$ cat src/rtl/adc7606c_pkg.sv
// Shared definitions for the AD7606C SPI link: frame layout, register map,
// responder FSM states and the CRC-8 used by both ends of the link.
package adc7606c_pkg;

  localparam logic [7:0] CRC8_POLY  = 8'h07;
  localparam int         FRAME_BITS = 32;

  localparam int RW_BIT   = 30;
  localparam int ADDR_MSB = 29;
  localparam int ADDR_LSB = 24;
  localparam int DATA_MSB = 23;
  localparam int DATA_LSB = 8;
  localparam int CRC_MSB  = 7;
  localparam int CRC_LSB  = 0;

  localparam logic [5:0] REG_CFG1 = 6'h01;

  typedef enum logic [1:0] {
    ST_IDLE  = 2'd0,
    ST_SHIFT = 2'd1,
    ST_CHECK = 2'd2
  } spi_state_t;

  // Bitwise MSB-first CRC-8 over the 24 header/data bits, init 0, no xorout.
  function automatic logic [7:0] crc8(input logic [23:0] d);
    logic [7:0] c;
    logic       fb;
    c = 8'h00;
    for (int i = 23; i >= 0; i--) begin
      fb = c[7] ^ d[i];
      c  = {c[6:0], 1'b0};
      if (fb) c = c ^ CRC8_POLY;
    end
    return c;
  endfunction

endpackage

$ cat src/rtl/adc_sync.sv
// Multi-flop synchroniser for one asynchronous input; the reset value lets
// idle-high signals such as cs_n come out of reset in their inactive state.
module adc_sync #(
  parameter int   STAGES    = 2,
  parameter logic RESET_VAL = 1'b0
) (
  input  logic clk,
  input  logic reset,
  input  logic d,
  output logic q
);

  logic [STAGES-1:0] sr;

  always_ff @(posedge clk) begin
    if (reset) sr <= {STAGES{RESET_VAL}};
    else       sr <= {sr[STAGES-2:0], d};
  end

  assign q = sr[STAGES-1];

endmodule

$ cat src/rtl/adc7606c_spi_responder.sv
// Device-side SPI register responder and CONVST/BUSY emulator for the AD7606C
// link; read data requested in one frame is returned on miso in the next.
module adc7606c_spi_responder
  import adc7606c_pkg::*;
#(
  parameter int REG_COUNT   = 8,
  parameter int CONV_CYCLES = 200,
  parameter int SYNC_STAGES = 2
) (
  input  logic        clk,
  input  logic        reset,
  input  logic        cs_n,
  input  logic        sclk,
  input  logic        mosi,
  output logic        miso,
  input  logic        convst,
  output logic        busy,
  output logic        cfg_wr_valid,
  output logic [5:0]  cfg_wr_addr,
  output logic [15:0] cfg_wr_data,
  output logic        sample_valid,
  output logic        crc_error,
  output logic        frame_error,
  output logic        addr_error,
  output logic [1:0]  dbg_state
);

  localparam int         AW        = (REG_COUNT > 1) ? $clog2(REG_COUNT) : 1;
  localparam int         CW        = (CONV_CYCLES > 1) ? $clog2(CONV_CYCLES) : 1;
  localparam logic [6:0] REG_LIMIT = 7'(REG_COUNT);
  localparam logic [5:0] CNT_FULL  = 6'(FRAME_BITS);
  localparam logic [5:0] CNT_SAT   = 6'(FRAME_BITS + 1);

  logic cs_n_s, sclk_s, mosi_s, convst_s;
  logic sclk_prev, convst_prev;

  adc_sync #(.STAGES(SYNC_STAGES), .RESET_VAL(1'b1)) u_sync_cs (
    .clk(clk), .reset(reset), .d(cs_n), .q(cs_n_s));
  adc_sync #(.STAGES(SYNC_STAGES), .RESET_VAL(1'b0)) u_sync_sclk (
    .clk(clk), .reset(reset), .d(sclk), .q(sclk_s));
  adc_sync #(.STAGES(SYNC_STAGES), .RESET_VAL(1'b0)) u_sync_mosi (
    .clk(clk), .reset(reset), .d(mosi), .q(mosi_s));
  adc_sync #(.STAGES(SYNC_STAGES), .RESET_VAL(1'b0)) u_sync_convst (
    .clk(clk), .reset(reset), .d(convst), .q(convst_s));

  always_ff @(posedge clk) begin
    if (reset) begin
      sclk_prev   <= 1'b0;
      convst_prev <= 1'b0;
    end else begin
      sclk_prev   <= sclk_s;
      convst_prev <= convst_s;
    end
  end

  logic sclk_rise, sclk_fall, convst_rise;
  assign sclk_rise   = sclk_s & ~sclk_prev;
  assign sclk_fall   = ~sclk_s & sclk_prev;
  assign convst_rise = convst_s & ~convst_prev;

  spi_state_t  state, state_nxt;
  logic [5:0]  bit_cnt;
  logic [31:0] rx_sr, tx_sr;
  logic [15:0] regs [REG_COUNT];

  logic        rx_rw;
  logic [5:0]  rx_addr;
  logic [15:0] rx_data;
  logic [7:0]  rx_crc;
  logic        frame_ok, crc_ok, addr_ok;
  logic [15:0] rd_data;
  logic [31:0] resp_word;
  logic        tx_load;
  logic [31:0] tx_load_val;

  assign rx_rw    = rx_sr[RW_BIT];
  assign rx_addr  = rx_sr[ADDR_MSB:ADDR_LSB];
  assign rx_data  = rx_sr[DATA_MSB:DATA_LSB];
  assign rx_crc   = rx_sr[CRC_MSB:CRC_LSB];
  assign frame_ok = (bit_cnt == CNT_FULL);
  assign crc_ok   = (crc8(rx_sr[FRAME_BITS-1:DATA_LSB]) == rx_crc);
  assign addr_ok  = ({1'b0, rx_addr} < REG_LIMIT);

  // Out-of-range addresses never index the array; they read back as zero.
  always_comb begin
    rd_data = '0;
    if (addr_ok) rd_data = regs[rx_addr[AW-1:0]];
  end

  assign resp_word = {2'b00, rx_addr, rd_data, crc8({2'b00, rx_addr, rd_data})};
  assign dbg_state = state;

  always_ff @(posedge clk) begin
    if (reset) state <= ST_IDLE;
    else       state <= state_nxt;
  end

  always_comb begin
    state_nxt    = state;
    cfg_wr_valid = 1'b0;
    cfg_wr_addr  = '0;
    cfg_wr_data  = '0;
    crc_error    = 1'b0;
    frame_error  = 1'b0;
    addr_error   = 1'b0;
    tx_load      = 1'b0;
    tx_load_val  = '0;
    case (state)
      ST_IDLE:  if (!cs_n_s) state_nxt = ST_SHIFT;
      ST_SHIFT: if (cs_n_s)  state_nxt = ST_CHECK;
      ST_CHECK: begin
        state_nxt = ST_IDLE;
        // Priority chain keeps every status pulse mutually exclusive.
        if (!frame_ok)     frame_error = 1'b1;
        else if (!crc_ok)  crc_error   = 1'b1;
        else begin
          if (!addr_ok) addr_error = 1'b1;
          if (rx_rw) begin
            tx_load     = 1'b1;
            tx_load_val = addr_ok ? resp_word : '0;
          end else if (addr_ok) begin
            cfg_wr_valid = 1'b1;
            cfg_wr_addr  = rx_addr;
            cfg_wr_data  = rx_data;
          end
        end
      end
      default: state_nxt = ST_IDLE;
    endcase
  end

  always_ff @(posedge clk) begin
    if (reset) begin
      bit_cnt <= '0;
      rx_sr   <= '0;
      tx_sr   <= '0;
      miso    <= 1'b0;
    end else begin
      case (state)
        ST_IDLE: begin
          bit_cnt <= '0;
          rx_sr   <= '0;
          // cs_n falling: present bit 31 immediately, before any sclk edge.
          if (!cs_n_s) begin
            miso  <= tx_sr[31];
            tx_sr <= {tx_sr[30:0], 1'b0};
          end else begin
            miso  <= 1'b0;
          end
        end
        ST_SHIFT: begin
          if (cs_n_s) begin
            miso <= 1'b0;
          end else begin
            if (sclk_rise) begin
              if (bit_cnt < CNT_FULL) rx_sr <= {rx_sr[30:0], mosi_s};
              if (bit_cnt != CNT_SAT) bit_cnt <= bit_cnt + 6'd1;
            end
            if (sclk_fall) begin
              miso  <= tx_sr[31];
              tx_sr <= {tx_sr[30:0], 1'b0};
            end
          end
        end
        ST_CHECK: begin
          miso <= 1'b0;
          if (tx_load) tx_sr <= tx_load_val;
        end
        default: miso <= 1'b0;
      endcase
    end
  end

  always_ff @(posedge clk) begin
    if (reset) begin
      for (int i = 0; i < REG_COUNT; i++) regs[i] <= '0;
    end else if (cfg_wr_valid) begin
      regs[rx_addr[AW-1:0]] <= rx_data;
    end
  end

  // Conversion emulator runs independently of the SPI FSM.
  logic [CW-1:0] conv_cnt;

  always_ff @(posedge clk) begin
    if (reset) begin
      busy         <= 1'b0;
      conv_cnt     <= '0;
      sample_valid <= 1'b0;
    end else begin
      sample_valid <= 1'b0;
      if (busy) begin
        if (conv_cnt == '0) begin
          busy         <= 1'b0;
          sample_valid <= 1'b1;
        end else begin
          conv_cnt <= conv_cnt - CW'(1);
        end
      end else if (convst_rise) begin
        busy     <= 1'b1;
        conv_cnt <= CW'(CONV_CYCLES - 1);
      end
    end
  end

endmodule

$ cat config.mk
export PLATFORM = sky130hd
export DESIGN_NAME = adc7606c_spi_responder
export DESIGN_NICKNAME = d
export VERILOG_FILES = /design/src/rtl/adc7606c_pkg.sv /design/src/rtl/adc_sync.sv /design/src/rtl/adc7606c_spi_responder.sv
export SDC_FILE = /design/constraint.sdc
export NUM_CORES = 1
export LEC_CHECK = 0
export CAP_MARGIN = 20
export CELL_PAD_IN_SITES_DETAIL_PLACEMENT = 1
export CELL_PAD_IN_SITES_GLOBAL_PLACEMENT = 2
export CORE_MARGIN = 5
export CORE_UTILIZATION = 25
export DETAILED_ROUTE_END_ITERATION = 16
export PLACE_DENSITY_LB_ADDON = 0.1
export REMOVE_ABC_BUFFERS = 1
export SLEW_MARGIN = 20
export SYNTH_ARGS = -nofsm -noshare
export SYNTH_HDL_FRONTEND = slang
export SYNTH_SLANG_ARGS = --single-unit
$ cat constraint.sdc
create_clock -name clk -period 7.4 [get_ports clk]
set_clock_uncertainty 0.15 [all_clocks]
set_input_delay 0.74 -clock clk [delete_from_list [all_inputs] [get_ports clk]]
set_output_delay 0.74 -clock clk [all_outputs]
set_load 0.1 [all_outputs]
# After elaboration in Yosys (flattened, before gate mapping)
# Memories as Yosys holds them, arrays and structs flattened. A register that Yosys moved wholly into a read port is not among the register bits.
# Index checks and enable logic that the tools add are counted.
# word_totals
word_cells,257
ff_bits,93
ram_bits,128
out_inout_bits,31
n_memories,1
# classes
n_mux,116
n_eq_ne,15
order_cmp,2
reduce_logical,12
bitwise_logic,95
n_addsub,2
# mem_list
memory,depth,width,read_ports,rd_clocked_by_memory_dff,wr,line_no,rtl
regs,8,16,1,1,8,adc7606c_spi_responder.sv:64,logic [15:0] regs [REG_COUNT];
# ops
op,n
32-bit 2-to-1 mux,7
3-bit 2-to-1 mux,49
3-bit NOT,44
30-bit 2-to-1 mux,4
16-bit 2-to-1 mux,7
32-bit one-hot mux with 3 select lines,1
32-bit one-hot mux with 2 select lines,1
6-bit 2-to-1 mux,8
1-bit XOR,34
1-bit 2-to-1 mux,31
8-bit 2-to-1 mux,3
"2-bit inequality test, second input constant",8
16-bit OR reduction,1
6-bit one-hot mux with 2 select lines,1
"1-bit XOR, first input constant",10
8-bit equality test,1
8-bit logical NOT,1
4-bit AND reduction,2
"8-bit by 1-bit subtractor with 8-bit output, second input constant",1
"6-bit by 1-bit adder with 6-bit output, second input constant",1
"6-bit equality test, second input constant",1
"6-bit by 4-bit less-than comparator with 1-bit output, second input constant",1
"6-bit less-than comparator, second input constant",1
"6-bit inequality test, second input constant",1
15 further kinds,23

# Longest topological paths before layout
# logic_depth
word_depth,56
depth_mapped,14
mapped_depth_nobuf,11

# Hierarchy
# From an unflattened synthesis, not the netlist that was laid out.
# hier_totals
hier_cells,999
hier_area_um2,11294.6
# by_module_without_submodules
mod,area_each_um2,seq_area_each_um2,instances,cells_per_inst
adc7606c_spi_responder,11084.4,5605.4,1,983
adc_sync,52.6,40.0,4,4

# Worst setup path before layout
# OpenSTA, ideal clock, no wires.
# synth_path
path_kind,flip-flop to output port
from,register rx_sr[29]
to,output addr_error
required_ns,6.510
path_slack_ns,0.858
t_arrival_ns,5.652
stages_incl_launch_ff,11
path_cell_list,dfxtp_1 clkbuf_1 inv_1 ha_1 xor2_1 xnor3_2 xnor2_4 xor2_1 nor4_1 nor4_4 nor4_1
# synth_between
elab_chain_cells,22
# synth_rtl
item,line_no,rtl
from (decl),adc7606c_spi_responder.sv:63,"logic [31:0] rx_sr, tx_sr;"
from (signal assigned),adc7606c_spi_responder.sv:156,"if (bit_cnt < CNT_FULL) rx_sr <= {rx_sr[30:0], mosi_s};"
1-bit XOR,adc7606c_pkg.sv:30,fb = c[7] ^ d[i];
3-bit 2-to-1 mux,adc7606c_pkg.sv:32,if (fb) c = c ^ CRC8_POLY;
3-bit NOT (no line),-,
3-bit 2-to-1 mux,adc7606c_pkg.sv:32,
3-bit NOT (no line),-,
3-bit 2-to-1 mux,adc7606c_pkg.sv:32,
1-bit XOR,adc7606c_pkg.sv:30,
3-bit 2-to-1 mux,adc7606c_pkg.sv:32,
[... 6 more ...],-,
3-bit NOT (no line),-,
3-bit 2-to-1 mux,adc7606c_pkg.sv:32,
3-bit NOT (no line),-,
3-bit 2-to-1 mux,adc7606c_pkg.sv:32,
8-bit equality test,adc7606c_spi_responder.sv:81,assign crc_ok = (crc8(rx_sr[FRAME_BITS-1:DATA_LSB]) == rx_crc);
1-bit 2-to-1 mux (*),adc7606c_spi_responder.sv:115,else if (!crc_ok) crc_error = 1'b1;
1-bit 2-to-1 mux (*),adc7606c_spi_responder.sv:114,if (!frame_ok) frame_error = 1'b1;
1-bit 2-to-1 mux (*),adc7606c_spi_responder.sv:108,case (state)
to (decl),adc7606c_spi_responder.sv:24,"output logic addr_error,"
# Mark *: on every way between the ends. The rest lies on a longest branch, timed or not.

# Worst setup path in the final report
# layout_path
from,register rx_sr[29]
to,output crc_error
# layout_between
elab_chain_cells,22
# layout_rtl
item,line_no,rtl
1-bit XOR (*),adc7606c_pkg.sv:30,
3-bit 2-to-1 mux (*),adc7606c_pkg.sv:32,
3-bit NOT (no line),-,
3-bit 2-to-1 mux,adc7606c_pkg.sv:32,
3-bit NOT (no line),-,
3-bit 2-to-1 mux,adc7606c_pkg.sv:32,
1-bit XOR,adc7606c_pkg.sv:30,
3-bit 2-to-1 mux,adc7606c_pkg.sv:32,
[... 6 more ...],-,
3-bit NOT (no line),-,
3-bit 2-to-1 mux,adc7606c_pkg.sv:32,
3-bit NOT (no line),-,
3-bit 2-to-1 mux,adc7606c_pkg.sv:32,
8-bit equality test (*),adc7606c_spi_responder.sv:81,
1-bit 2-to-1 mux (*),adc7606c_spi_responder.sv:115,
1-bit 2-to-1 mux (*),adc7606c_spi_responder.sv:114,
1-bit 2-to-1 mux (*),adc7606c_spi_responder.sv:108,
to (decl),adc7606c_spi_responder.sv:22,"output logic crc_error,"
# Marked as above.

==> load_flow_metrics.sql <==
INSERT INTO impl_metrics (metric_group, metric, value, unit) VALUES
('timing', 'fmax', '168', 'MHz'),
('yosys', 'instance_count_of_the_mapped_netlist', '1042', ''),
('setup_path', 'criticalPathCategory', 'flip-flop to output port', ''),
('route', 'drt_iter0_drc', '383', ''),
('route', 'routedWlPerCell', '22.4', 'um'),
('timing', 'rsz0062_at_grt', 'no', ''),
('timing', 'timing.final.hold_violations', '0', ''),
('yosys', 'synth_enable_flop_cells', '128', ''),
('clocking', 'cts.htree.levels', '1', ''),
('setup_path', 'critical_path_depth', '11', ''),
('layout', 'area_delta_synth_final', '14.4', '%'),
('setup_path', 'crit_end', 'crc_error', ''),
('global_routing', 'track_usage', '14.5', '%'),
('job', 'timing.max_cap.violations', '0', ''),
('layout', 'layout.cell_area.non_filler', '13100', 'sq um'),
('timing', 'setup-violations-final', '0', ''),
('yosys', 'async_set_reset_flop_share_out_of_synthesis', '0', '%'),
('clocking', 'clock_sink_count', '224', ''),
('global_routing', 'global_route.overflow_total', '0', ''),
('yosys', 'yosys_register_bits', '224', ''),
('global_routing', 'via_count_of_the_first_global_routing_pass', '8332', ''),
('yosys', 'most_frequently_used_cell_type_in_the_post_synthesis_netlist', 'sky130_fd_sc_hd__and3_1', ''),
('clocking', 'cts-resized-gates', '0', ''),
('setup_path', 'ff2ff_path_depth', '13', ''),
('setup_path', 'critical_path_peak_fanout', '8', ''),
('die', 'placeableCoreArea', '45400', 'sq um'),
('clocking', 'ctsHoldBuffers', '0', ''),
('placement', 'place.port_buffers', '35', ''),
('setup_path', 'reg_to_reg_slack_setup', '1.94', 'ns'),
('placement', 'post_detailed_placement_cell_area', '12300', 'sq um'),
('clocking', 'numCtsBuffers', '29', ''),
('timing', 'post_route_setup_tns', '0', 'ns'),
('yosys', 'yosys_warnings', '0', ''),
('layout', 'num_antenna_cells', '0', ''),
('setup_path', 'critical_path_required', '6.51', 'ns'),
('route', 'detailedRoute.firstPassIterationCount', '4', ''),
('pwr', 'ratio_of_total_power_to_cell_area', '218', 'nW/um^2'),
('setup_path', 'setup.worst_path.start', 'rx_sr[29]$_SDFFE_PP0P_', ''),
('timing', 'min_period_over_period', '80.6', '%'),
('timing', 'timing.final.ws_setup', '1.44', 'ns'),
('timing', 'maxSlewHeadroom', '34.6', '%'),
('setup_path', 'worstReg2RegEnd', 'regs[4][7]$_SDFFCE_PN0P_', ''),
('pwr', 'p_total', '2.85', 'mW'),
('timing', 'final.hold.worst_slack', '0.258', 'ns'),
('setup_path', 'path_cells', 'inv_1, ha_1, xor2_1, xnor3_2, xnor2_4, xor2_1, nor4_1, nor4_4, nor2_1, nor2_1, clkdlybuf4s50_1', ''),
('status', 'outcome', 'complete, no violations', ''),
('timing', 'tightestPinTransition', '0.977', 'ns'),
('setup_path', 'worst_ep_arrival_time', '5.07', 'ns'),
('clocking', 'clock_tree_from_tritoncts', 'done', ''),
('setup_path', 'cpMaxStageDelayCell', 'sky130_fd_sc_hd__clkdlybuf4s50_1', ''),
('setup_path', 'critPathCaptureType', 'output port', ''),
('yosys', 'synthDominantCellAreaShare', '33.5', '%'),
('setup_path', 'worstPathBufferInverterCount', '2', ''),
('clocking', 'clock_root_cell', 'sky130_fd_sc_hd__clkbuf_16', ''),
('route', 'ant_nets', '0', ''),
('setup_path', 'critPathLaunchType', 'flip-flop', ''),
('die', 'dieArea', '50300', 'sq um'),
('yosys', 'total_standard_cell_area_after_synthesis', '11500', 'sq um'),
('yosys', 'seq_area_frac_synth', '50.3', '%'),
('worst_hold_path', 'timing.hold.worst.class', 'flip-flop to flip-flop', ''),
('global_routing', 'grt_first_pass_wirelength', '55700', 'um'),
('route', 'wl', '37100', 'um'),
('route', 'detailroute.via_count', '7760', ''),
('placement', 'place.gp.congestion', '0.706', ''),
('timing', 'pins_over_their_slew_limit', '0', ''),
('yosys', 'synthDistinctLibCells', '55', ''),
('layout', 'drive_above_1_share', '11.4', '%'),
('setup_path', 'worst_path_largest_cell_delay', '1.16', 'ns'),
('yosys', 'postSynth.topFlopCell', 'sky130_fd_sc_hd__edfxtp_1', ''),
('placement', 'placement.setup.worst_slack', '1.93', 'ns'),
('setup_path', 'r2r_path_start', 'rx_sr[29]$_SDFFE_PP0P_', '');
[power breakdown]
part           switching, mW  internal (mW)
Sequential            0.0204           1.37
Clock                  0.540          0.732
Combinational          0.113         0.0823
[registers in the layout, summed over array words and instances, names as in the netlist, 2 cells and up, named ones only]
name              count
conv_cnt              8
rx_sr                32
u_sync_cs.sr          2
bit_cnt               6
u_sync_sclk.sr        2
regs                128
tx_sr                32
dbg_state             2
u_sync_mosi.sr        2
u_sync_convst.sr      2
[metrics by stage]
stage,util [%],cells
2_1_floorplan,-,951
3_3_place_gp,27.1,1609
3_5_place_dp,27.1,1609
4_1_cts,28.9,1656
5_1_grt,28.9,1656
6_report,28.9,1656
[final cells by class]
| type | count | area (sq um) |
|---|---|---|
| Fill cell | 5052 | 32300 |
| Sequential cell | 224 | 5770 |
| Multi-Input combinational cell | 711 | 5250 |
| Clock buffer | 41 | 791 |
| Tap cell | 600 | 751 |
| Timing Repair Buffer | 58 | 465 |
| Inverter | 16 | 60.1 |
| Clock inverter | 6 | 32.5 |
[worst min path at each step]
| stage | startpoint | end | slack [ns] | cells past startpoint |
|---|---|---|---|---|
| after floorplan | u_sync_cs.sr[0]$_SDFF_PP1_ | u_sync_cs.sr[1]$_SDFF_PP1_ | 0.24 | 1 |
| after global placement | u_sync_cs.sr[0]$_SDFF_PP1_ | u_sync_cs.sr[1]$_SDFF_PP1_ | 0.25 | 1 |
| after detailed placement | u_sync_cs.sr[0]$_SDFF_PP1_ | u_sync_cs.sr[1]$_SDFF_PP1_ | 0.25 | 1 |
| after CTS | u_sync_cs.sr[0]$_SDFF_PP1_ | u_sync_cs.sr[1]$_SDFF_PP1_ | 0.26 | 1 |
| after global routing | u_sync_cs.sr[0]$_SDFF_PP1_ | u_sync_cs.sr[1]$_SDFF_PP1_ | 0.28 | 1 |
| final | u_sync_cs.sr[0]$_SDFF_PP1_ | u_sync_cs.sr[1]$_SDFF_PP1_ | 0.26 | 1 |
[cell families after synthesis]
group,count (synthesis),share of synthesized area [%]
simple gates,411,19.6
xor+xnor,98,10.6
compound gates,138,7.85
mux,53,6.31
other cells,1,0.0327
fa+ha+maj,10,1.09
flops,224,50.3
buf+inv,107,4.19
[layer usage]
| metal | track usage (%) | up-vias | wire length, um | share of wire, % |
|---|---|---|---|---|
| met2 | 23.4 | 72 | 16800 | 45 |
| met5 | 0 | - | 0 | 0 |
| met1 | 21.3 | 3919 | 18700 | 51 |
| li1 | - | 3729 | - | - |
| met4 | 2.83 | 0 | 562 | 1.5 |
| met3 | 1.66 | 40 | 948 | 2.6 |
[worst reg2reg max path: cells and delay by family, from the launching register on]
kind	cells	cell delay, ns
xor gates and xnor gates	3	1.22
adders and majority gates	1	0.38
buffers and inverters	3	1.01
DFF	1	0.51
muxes	1	0.18
and+or+nand+nor	5	1.87
[cell usage in the layout, fill, tap and decap left out, drive strengths merged, types with 26 or more instances in the layout]
cell type	count
xor2	26
nor2b	33
xnor2	49
mux2i	34
a21oi	50
and2	38
nand3	42
a22oi	31
nor2	55
dfxtp	96
buf	46
edfxtp	128
clkbuf	41
and3	131
nand2	68
No activity file was read; power rests on OpenSTA's default activity.
==> RTL edit: new RTL, config.mk and constraints unchanged <==
Put a register stage on the output `cfg_wr_addr`, with the module's reset. The value now appears one clock later. The other outputs are not delayed to match.
--- a/src/rtl/adc7606c_spi_responder.sv
+++ b/src/rtl/adc7606c_spi_responder.sv
@@ -31,6 +31,8 @@
   localparam logic [5:0] CNT_FULL  = 6'(FRAME_BITS);
   localparam logic [5:0] CNT_SAT   = 6'(FRAME_BITS + 1);
 
+  logic [5:0] cfg_wr_addr_d;
+
   logic cs_n_s, sclk_s, mosi_s, convst_s;
   logic sclk_prev, convst_prev;
 
@@ -98,7 +100,7 @@
   always_comb begin
     state_nxt    = state;
     cfg_wr_valid = 1'b0;
-    cfg_wr_addr  = '0;
+    cfg_wr_addr_d = '0;
     cfg_wr_data  = '0;
     crc_error    = 1'b0;
     frame_error  = 1'b0;
@@ -120,7 +122,7 @@
             tx_load_val = addr_ok ? resp_word : '0;
           end else if (addr_ok) begin
             cfg_wr_valid = 1'b1;
-            cfg_wr_addr  = rx_addr;
+            cfg_wr_addr_d = rx_addr;
             cfg_wr_data  = rx_data;
           end
         end
@@ -203,5 +205,13 @@
     end
   end
 
+  always_ff @(posedge clk) begin
+    if (reset) begin
+      cfg_wr_addr <= '0;
+    end else begin
+      cfg_wr_addr <= cfg_wr_addr_d;
+    end
+  end
+
 endmodule
 
Formal check against the unedited RTL: same outputs for any inputs over 4 cycles, from zero or initial values and one cycle with reset high; that may be too few to reach the edited logic, so the function may still have changed.
==> RTL edit against the unedited design <==
  * Core utilization increased by 0.46 points
  * Final area is 1.6% higher
  * Count of clock-buffer cells in the layout shrank 2
  * Sequential cell count rose by 6
  * Global-route usage rose by 0.56 points
  * Hold slack better by 0.018 ns
  * Setup slack worse by 0.036 ns
  * Die area is essentially flat
  * Routed wire length is 3.4% higher
  * Power up 7.3%
  * Area after synthesis hardly changed
  * First-iteration DRC count grew 8.4%
  * Largest cell class unchanged
  * Highest routed layer unchanged
==> RTL edit: results (changes against the unedited design) <==
Status -> finished clean
R2R Setup Slk -> 2.28 ns (+0.34 ns)
Post-DR vias/cell -> 4.63 (-1.2%)
Maximum VDD drop -> 0.170 mV (-1.8%)
CTS buffer count -> 30 (+3.4%)
Distinct cells, synth -> 58 (+5.5%)
Final GP Congestion -> 0.722 (+2.2%)
CP max stage delay -> 1.14 ns (-0.02 ns)
Clk_lat worst skew -> 0.60 ns (+0.05 ns)
Synth top cells by count -> and2_1, edfxtp_1, dfxtp_1
Fill cells -> 4984 (-1.3%)
Drt total wl -> 38300 um (+3.4%)
Cell count after placement -> 1585 (-1.5%)
Final hold slack -> 0.276 ns (+0.0177 ns)
Total number of vias -> 7605 (-2.0%)
Drt initial violations -> 415 (+8.4%)
Port bufs -> 36 (+2.9%)
Sequential fraction of the synthesis area -> 0.513 (+0.0106)
Synth Area per Inst -> 11.3 sq um (+2.9%)
Synth area leaders -> edfxtp_1, dfxtp_1, and2_1
Fin nets -> 1033 (-2.2%)
Dpl hpwl -> 25100 um (+6.1%)
Rel. slew slack -> 0.338 (-0.00791)
First-pass GRT wire length -> 56700 um (+1.8%)
Arr. time, crit path -> 5.11 ns (+0.04 ns)
Lkg Pwr -> 4.58 nW (-9.4%)
Vias in the first global route -> 8026 (-3.7%)
Global Route Usage Sum -> 0.151 (+0.00561)
Ys flop type -> edfxtp_1
Cell family with most CP delay -> buffers and inverters
Fraction of layout cells with a size suffix above 1 -> 0.127 (+0.0133)
## RTL edit: kinds of logic (layout without fill, tap and decap cells)
| kind of cell | count (synthesis) | after routing | share of synthesized area |
|---|---|---|---|
| compound gates | 137 | 137 | 0.0828 |
| buf+inv | 100 | 128 | 0.0378 |
| simple gates | 383 | 383 | 0.188 |
| xor+xnor | 95 | 95 | 0.102 |
| flops | 230 | 230 | 0.513 |
| other cells | 1 | 3 | 0.000327 |
| fa+ha+maj | 10 | 10 | 0.0109 |
| mux | 56 | 56 | 0.0654 |
## RTL edit: cell type report
| type | count | area [sq um] | share of cell area |
|---|---|---|---|
| inverter | 12 | 45.0 | 0.00338 |
| sequential | 230 | 5890 | 0.442 |
| clock buffer | 39 | 815 | 0.0611 |
| antenna | 2 | 5.00 | 0.000376 |
| timing repair buffer | 61 | 503 | 0.0377 |
| multi-input combinational | 682 | 5170 | 0.388 |
| tap | 600 | 751 | 0.0563 |
| clock inverter | 16 | 151 | 0.0114 |
## RTL edit: routing by layer
layer  wire length [um]  GRT usage  vias to the layer above
met1              18400      0.220                     3847
met4                583     0.0306                        0
met2              17800      0.243                      107
met5                  0          0                        -
met3               1510     0.0178                       39
li1                   -          -                     3612
## RTL edit: worst paths after layout
kind                   startpoint              end  depth (start not counted)
hold / removal    u_sync_cs.sr[0]  u_sync_cs.sr[1]                          1
setup / recovery        rx_sr[28]       addr_error                         11
setup reg to reg        rx_sr[28]      regs[3][15]                         12
hold reg to reg   u_sync_cs.sr[0]  u_sync_cs.sr[1]                          1
## RTL edit: where the power goes
group | switching, mW | total, mW | internal (mW)
combinational | 0.113 | 0.197 | 0.0836
sequential | 0.0263 | 1.42 | 1.40
clock | 0.598 | 1.44 | 0.842
total | 0.738 | 3.06 | 2.32
## RTL edit: stage by stage
stage / setup slack [ns] / area (sq um) / utilization
5_1_grt: 1.16 / 13300 / 0.294
4_1_cts: 1.33 / 13300 / 0.294
3_3_place_gp: 2.01 / 12400 / 0.272
6_report: 1.40 / 13300 / 0.294
2_1_floorplan: 1.66 / 11100 / -
3_5_place_dp: 1.99 / 12400 / 0.272
